## src/rtl/fetch_line_buffer.sv

```systemverilog
// Single-line instruction fetch buffer: holds one 64-byte line and refills it
// over the system bus on a miss, delivering one instruction per request.
module fetch_line_buffer #(
  parameter int unsigned BUS_DATA_WIDTH    = 64,
  parameter int unsigned BUS_TAG_WIDTH     = 13,
  parameter int unsigned ADDRESS_WIDTH     = 64,
  parameter int unsigned INSTRUCTION_WIDTH = 32,
  parameter logic [BUS_TAG_WIDTH-1:0] READ_TAG = 13'h1100
) (
  input  logic                         clk,
  input  logic                         reset,
  input  logic                         in_enable,
  input  logic [ADDRESS_WIDTH-1:0]     in_pc,
  input  logic                         in_flush,
  output logic [INSTRUCTION_WIDTH-1:0] out_instruction_bits,
  output logic [ADDRESS_WIDTH-1:0]     out_pc,
  output logic                         out_ready,
  output logic                         out_abtr_reqcyc,
  input  logic                         in_abtr_grant,
  output logic                         out_bus_busy,
  output logic                         out_bus_reqcyc,
  output logic                         out_bus_respack,
  output logic [BUS_DATA_WIDTH-1:0]    out_bus_req,
  output logic [BUS_TAG_WIDTH-1:0]     out_bus_reqtag,
  input  logic                         in_bus_respcyc,
  input  logic                         in_bus_reqack,
  input  logic [BUS_DATA_WIDTH-1:0]    in_bus_resp,
  input  logic [BUS_TAG_WIDTH-1:0]     in_bus_resptag
);

  localparam int unsigned LINE_BEATS = 8;
  localparam int unsigned TAG_W      = ADDRESS_WIDTH - 6;

  typedef enum logic [2:0] {
    IDLE,
    ARB,
    REQ,
    RESP,
    DELIVER
  } state_e;

  state_e                       state_q, state_d;
  logic [ADDRESS_WIDTH-1:0]     pc_q, pc_d;
  logic [TAG_W-1:0]             tag_q, tag_d;
  logic                         valid_q, valid_d;
  logic [2:0]                   beat_cnt_q, beat_cnt_d;
  logic                         cancel_q, cancel_d;
  logic [INSTRUCTION_WIDTH-1:0] bits_q, bits_d;
  logic [ADDRESS_WIDTH-1:0]     last_pc_q, last_pc_d;
  logic [BUS_DATA_WIDTH-1:0]    line_q [LINE_BEATS];
  logic [BUS_DATA_WIDTH-1:0]    line_d [LINE_BEATS];

  logic                         hit;
  logic                         beat_accept;
  logic                         deliver_now;
  logic [BUS_DATA_WIDTH-1:0]    sel_beat;
  logic [INSTRUCTION_WIDTH-1:0] sel_insn;
  logic                         unused_resptag;

  // Responses are accepted in order regardless of tag.
  assign unused_resptag = ^in_bus_resptag;

  assign hit         = valid_q && (tag_q == in_pc[ADDRESS_WIDTH-1:6]);
  assign beat_accept = (state_q == RESP) && in_bus_respcyc;
  assign deliver_now = (state_q == DELIVER) && !in_flush;
  assign sel_beat    = line_q[pc_q[5:3]];
  assign sel_insn    = pc_q[2] ? sel_beat[2*INSTRUCTION_WIDTH-1:INSTRUCTION_WIDTH]
                               : sel_beat[INSTRUCTION_WIDTH-1:0];

  always_comb begin
    state_d    = state_q;
    pc_d       = pc_q;
    tag_d      = tag_q;
    valid_d    = valid_q;
    beat_cnt_d = beat_cnt_q;
    cancel_d   = cancel_q;
    bits_d     = bits_q;
    last_pc_d  = last_pc_q;
    line_d     = line_q;

    // A flush seen anywhere after acceptance only cancels delivery; the fill runs on.
    if (state_q != IDLE) begin
      cancel_d = cancel_q | in_flush;
    end

    case (state_q)
      IDLE: begin
        if (in_enable && !in_flush) begin
          pc_d     = in_pc;
          cancel_d = 1'b0;
          if (hit) begin
            state_d = DELIVER;
          end else begin
            state_d = ARB;
            valid_d = 1'b0;
          end
        end
      end
      ARB: begin
        if (in_abtr_grant) begin
          state_d = REQ;
        end
      end
      REQ: begin
        if (in_bus_reqack) begin
          state_d = RESP;
        end
      end
      RESP: begin
        if (beat_accept) begin
          line_d[beat_cnt_q] = in_bus_resp;
          beat_cnt_d         = beat_cnt_q + 3'd1;
          if (beat_cnt_q == 3'd7) begin
            valid_d = 1'b1;
            tag_d   = pc_q[ADDRESS_WIDTH-1:6];
            state_d = (cancel_q || in_flush) ? IDLE : DELIVER;
          end
        end
      end
      DELIVER: begin
        state_d = IDLE;
        if (deliver_now) begin
          bits_d    = sel_insn;
          last_pc_d = pc_q;
        end
      end
      default: state_d = IDLE;
    endcase
  end

  always_ff @(posedge clk) begin
    if (reset) begin
      state_q    <= IDLE;
      pc_q       <= '0;
      tag_q      <= '0;
      valid_q    <= 1'b0;
      beat_cnt_q <= '0;
      cancel_q   <= 1'b0;
      bits_q     <= '0;
      last_pc_q  <= '0;
    end else begin
      state_q    <= state_d;
      pc_q       <= pc_d;
      tag_q      <= tag_d;
      valid_q    <= valid_d;
      beat_cnt_q <= beat_cnt_d;
      cancel_q   <= cancel_d;
      bits_q     <= bits_d;
      last_pc_q  <= last_pc_d;
    end
  end

  always_ff @(posedge clk) begin
    line_q <= line_d;
  end

  // Delivery is gated by the live flush, so the strobe and its data bypass the hold registers.
  assign out_ready            = deliver_now;
  assign out_pc               = deliver_now ? pc_q : last_pc_q;
  assign out_instruction_bits = deliver_now ? sel_insn : bits_q;

  assign out_abtr_reqcyc = (state_q == ARB);
  assign out_bus_busy    = (state_q == REQ) || (state_q == RESP);
  assign out_bus_reqcyc  = (state_q == REQ);
  assign out_bus_req     = (state_q == REQ) ? BUS_DATA_WIDTH'({pc_q[ADDRESS_WIDTH-1:6], 6'b0}) : '0;
  assign out_bus_reqtag  = (state_q == REQ) ? READ_TAG : '0;
  assign out_bus_respack = beat_accept;

endmodule

```

## config.mk

```make
export PLATFORM = sky130hd
export DESIGN_NAME = fetch_line_buffer
export DESIGN_NICKNAME = d
export VERILOG_FILES = /design/src/rtl/fetch_line_buffer.sv
export SDC_FILE = /design/constraint.sdc
export NUM_CORES = 1
export LEC_CHECK = 0
export ABC_CLOCK_PERIOD_IN_PS = 6700
export BUFFER_PORTS_ARGS = -buffer_cell sky130_fd_sc_hd__buf_2
export CAP_MARGIN = 20
export CELL_PAD_IN_SITES_DETAIL_PLACEMENT = 1
export CELL_PAD_IN_SITES_GLOBAL_PLACEMENT = 1
export CORE_ASPECT_RATIO = 1.1
export CORE_MARGIN = 2
export CORE_UTILIZATION = 45
export CTS_CLUSTER_DIAMETER = 100
export CTS_CLUSTER_SIZE = 25
export DETAILED_ROUTE_END_ITERATION = 8
export HOLD_SLACK_MARGIN = 0.1
export PLACE_DENSITY_LB_ADDON = 0.1
export SYNTH_ARGS = -nofsm -noshare
export SYNTH_HDL_FRONTEND = slang
export SYNTH_SLANG_ARGS = --single-unit
```

## constraint.sdc

```tcl
create_clock -name clk -period 6.7 [get_ports clk]
set_input_delay 0 -clock clk [delete_from_list [all_inputs] [get_ports clk]]
set_output_delay 0 -clock clk [all_outputs]
set_load 0.01 [all_outputs]
```

==> impl_metrics.yaml <==
status:
  status: "finished, final reports clean"
sta:
  fin_crit_ns: 3.343
  clock_skew_ns: 0.02015
  fmaxAchievable_ghz: 0.2991
  setup_viol: 0
  hold_viol: 0
  tightest_slew_ns: 1.145
  post-route-period-util_pct: 49.89
  max_slew_margin_pct: 23.68
  rsz0062_at_grt: "false"
  slew_violations: 0
  tns_ns: 0
placement:
  portBuffers: 295
  gp_congestion: 0.8441
  place_area_um2: 30940
  hpwl_um: 44640
grt:
  grt_overflow: 0
  grt_pass1_vias: 18540
  track_usage_pct: 22.57
  antenna_found_initial: 7
  grt_max_degree: 138
  grt_pass1_wl_um: 112400
critical_path:
  slowest_stage: "dfxtp_4"
  worstPathCellList: "buf_12 -> mux4_2 -> mux2i_1 -> o22ai_1 -> a21o_1 -> buf_2"
  endpoint_kind: "output port"
  required_ns: 6.70
  cp_max_fo: 77
  r2r_cells: 6
  worstSetupPathType: "reg2out"
  start_kind: "register"
  cp.arrival_ns: 3.34
  slowest_delay_ns: 0.77
finish:
  design_area_um2: 33550
  drive_gt1_share_pct: 21.16
  fin_nets: 2549
  area_growth_pct: 16.75
yosys:
  synth-seq-cells: 738
  async_reset_ff_share_pct: 0
  ys_top_cells_by_area: "edfxtp_1, dfxtp_1, mux4_2, nand2_1, a21oi_1"
  yosysTopAreaCell: "edfxtp_1"
  synth_cell_type_count: 42
  syn_inst: 2013
  syn_avg_cell_area_um2: 14.27
  seq_area_frac_synth_pct: 69.25
  synth_top_area_share_pct: 53.51
  ys.flop_type: "edfxtp_1"
  synth_warnings: 0
  synth-edff-count: 512
  netlist_area_um2: 28740
power:
  p_per_area_nw_per_um2: 237.8
  p_switching_mw: 1.781
  clockPowerShare_pct: 31.0
  intPower_mw: 6.195
  switching_share_pct: 22.33
  p_comb_share_pct: 6.8
  p_leak_nw: 11.95
  share_seq_of_total_power_pct: 62.2
  peakVddDrop_v: 0.0002818
detailed_routing:
  wl_um: 74720
  drt_iter0_drc: 1027
  first_pass_iters: 5
  drc: 0
  wl_per_cell_um: 22.88
  vias: 17510
  antenna_left: 0
  viasPerCell: 5.360
run:
  max-cap-violations: 0
clock_tree:
  cts.clk_slew.worst_paths_ns: 0.09
  cts_tree: "done"
  clockBufferDepth: 3
  cts-hold-fix-buffers: 152
  ctsResizeCount: 0
  clk_latency_ns: 0.59
  clock_sinks: 738
  htreeDepth: 2
  post_cts_buffers: 0
  cts-buffers-inserted: 36
  root_buffer: "clkbuf_16"
floorplan:
  core-area_um2: 63470
  die_h_um: 269.0
  pin_count: 326
  start_util_pct: 45.27
  die_x_um: 244.9
  die-area_um2: 65890
  num_rows: 97
worst_hold_path:
  hold_path_class: "in2reg"
  hold_depth: 2
-- layer usage --
layer	up-vias	share of wire (%)	wire (µm)	track usage, %
li1	8063	-	-	-
met1	8978	42	31300	28.42
met2	346	51	38320	40.43
met3	108	3.8	2823	3.314
met4	12	2.9	2199	6.707
met5	-	0.11	84	0
-- flip-flops by register name, indices dropped and copies added (netlist names) --
signal and count:
beat_cnt_q 3, bits_q 32, cancel_q 1, last_pc_q 64, line_q 512, pc_q 64
state_q 3, tag_q 58, valid_q 1
-- per-stage QoR --
step	hold slack, ns	total power, mW	std cells	utilization (%)	setup WS, ns
floorplan	0.09887	5.343	2029	-	0.6333
CTS	0.1282	8.073	3264	52.80	3.247
global placement	0.2434	5.512	3049	48.75	3.446
finish	0.1164	7.977	3266	52.85	3.357
global route	0.1884	8.263	3266	52.85	3.086
detailed placement	0.2489	5.529	3049	48.75	3.336
-- cells in the final DEF, fill, tap and decap left out, types with 3 or more instances in the layout --
cell type,instances
o22ai_1,37
xor2_1,11
nor3_1,7
conb_1,17
xnor2_1,24
a21o_1,29
nor4_1,6
clkbuf_16,36
mux4_2,128
a22oi_1,5
buf_4,22
a21oi_1,191
inv_2,3
nor3_2,3
and2_1,58
buf_2,294
nor2_1,11
o2111ai_1,4
inv_6,4
inv_1,21
dlygate4sd3_1,152
dfxtp_4,3
nand2_1,441
clkbuf_1,19
a211o_1,3
dfxtp_1,223
nor2b_1,41
nand2b_1,8
nand4_1,7
nor2_4,7
edfxtp_1,512
mux2i_1,66
-- cells in the mapped netlist (11+ instances only) --
library cell  count
and2_1           59
clkbuf_1         63
buf_2            21
a21o_1           29
nor2_1           18
dfxtp_1         226
buf_1            23
buf_4            28
xnor2_1          24
o22ai_1          37
edfxtp_1        512
mux4_2          128
nor2b_1          41
mux2i_1          66
a21oi_1         191
nand2_1         443
inv_1            22
xor2_1           11
-- kinds of logic after synthesis --
kind of cell | after synthesis | share of synthesized area (%)
AOI/OAI and AO/OA | 278 | 5.486
xor gates and xnor gates | 35 | 1.067
adders and majority gates | 2 | 0.08707
buffers and inverters | 163 | 2.717
DFF | 738 | 69.25
muxes | 194 | 12.33
other | 1 | 0.01305
and+or+nand+nor | 602 | 9.048
-- critical path, delay by kind of cell (launching register included) --
kind,cells,cell delay (ns)
compound gates,2,0.39
buf+inv,2,0.74
flops,1,0.77
mux,2,0.76
-- worst paths after layout --
kind                              endpoint  slack [ns]        from
setup reg to reg               line_q[329]        3.37  state_q[1]
hold reg to reg                  tag_q[39]        0.46   tag_q[39]
hold / removal                  bits_q[26]        0.12       reset
setup / recovery  out_instruction_bits[23]        3.36     pc_q[3]
-- power groups by stage --
stage	registers, mW	clock network [mW]	logic [mW]
after global routing	4.97	2.70	0.592
after detailed placement	5.06	0	0.465
after floorplan	5.02	0	0.323
final	4.96	2.48	0.542
after global placement	5.06	0	0.451
after CTS	4.96	2.57	0.548
-- cell type report --
type / count / area (µm²)
Clock buffer: 56 / 985.9
Inverter: 23 / 86.33
Clock inverter: 7 / 66.31
Timing Repair Buffer: 472 / 3239
Sequential cell: 738 / 19910
Antenna cell: 1 / 2.502
Fill cell: 6356 / 29930
Tap cell: 841 / 1052
Multi-Input combinational cell: 1128 / 8204
No activity file was read; power rests on OpenSTA's default activity.
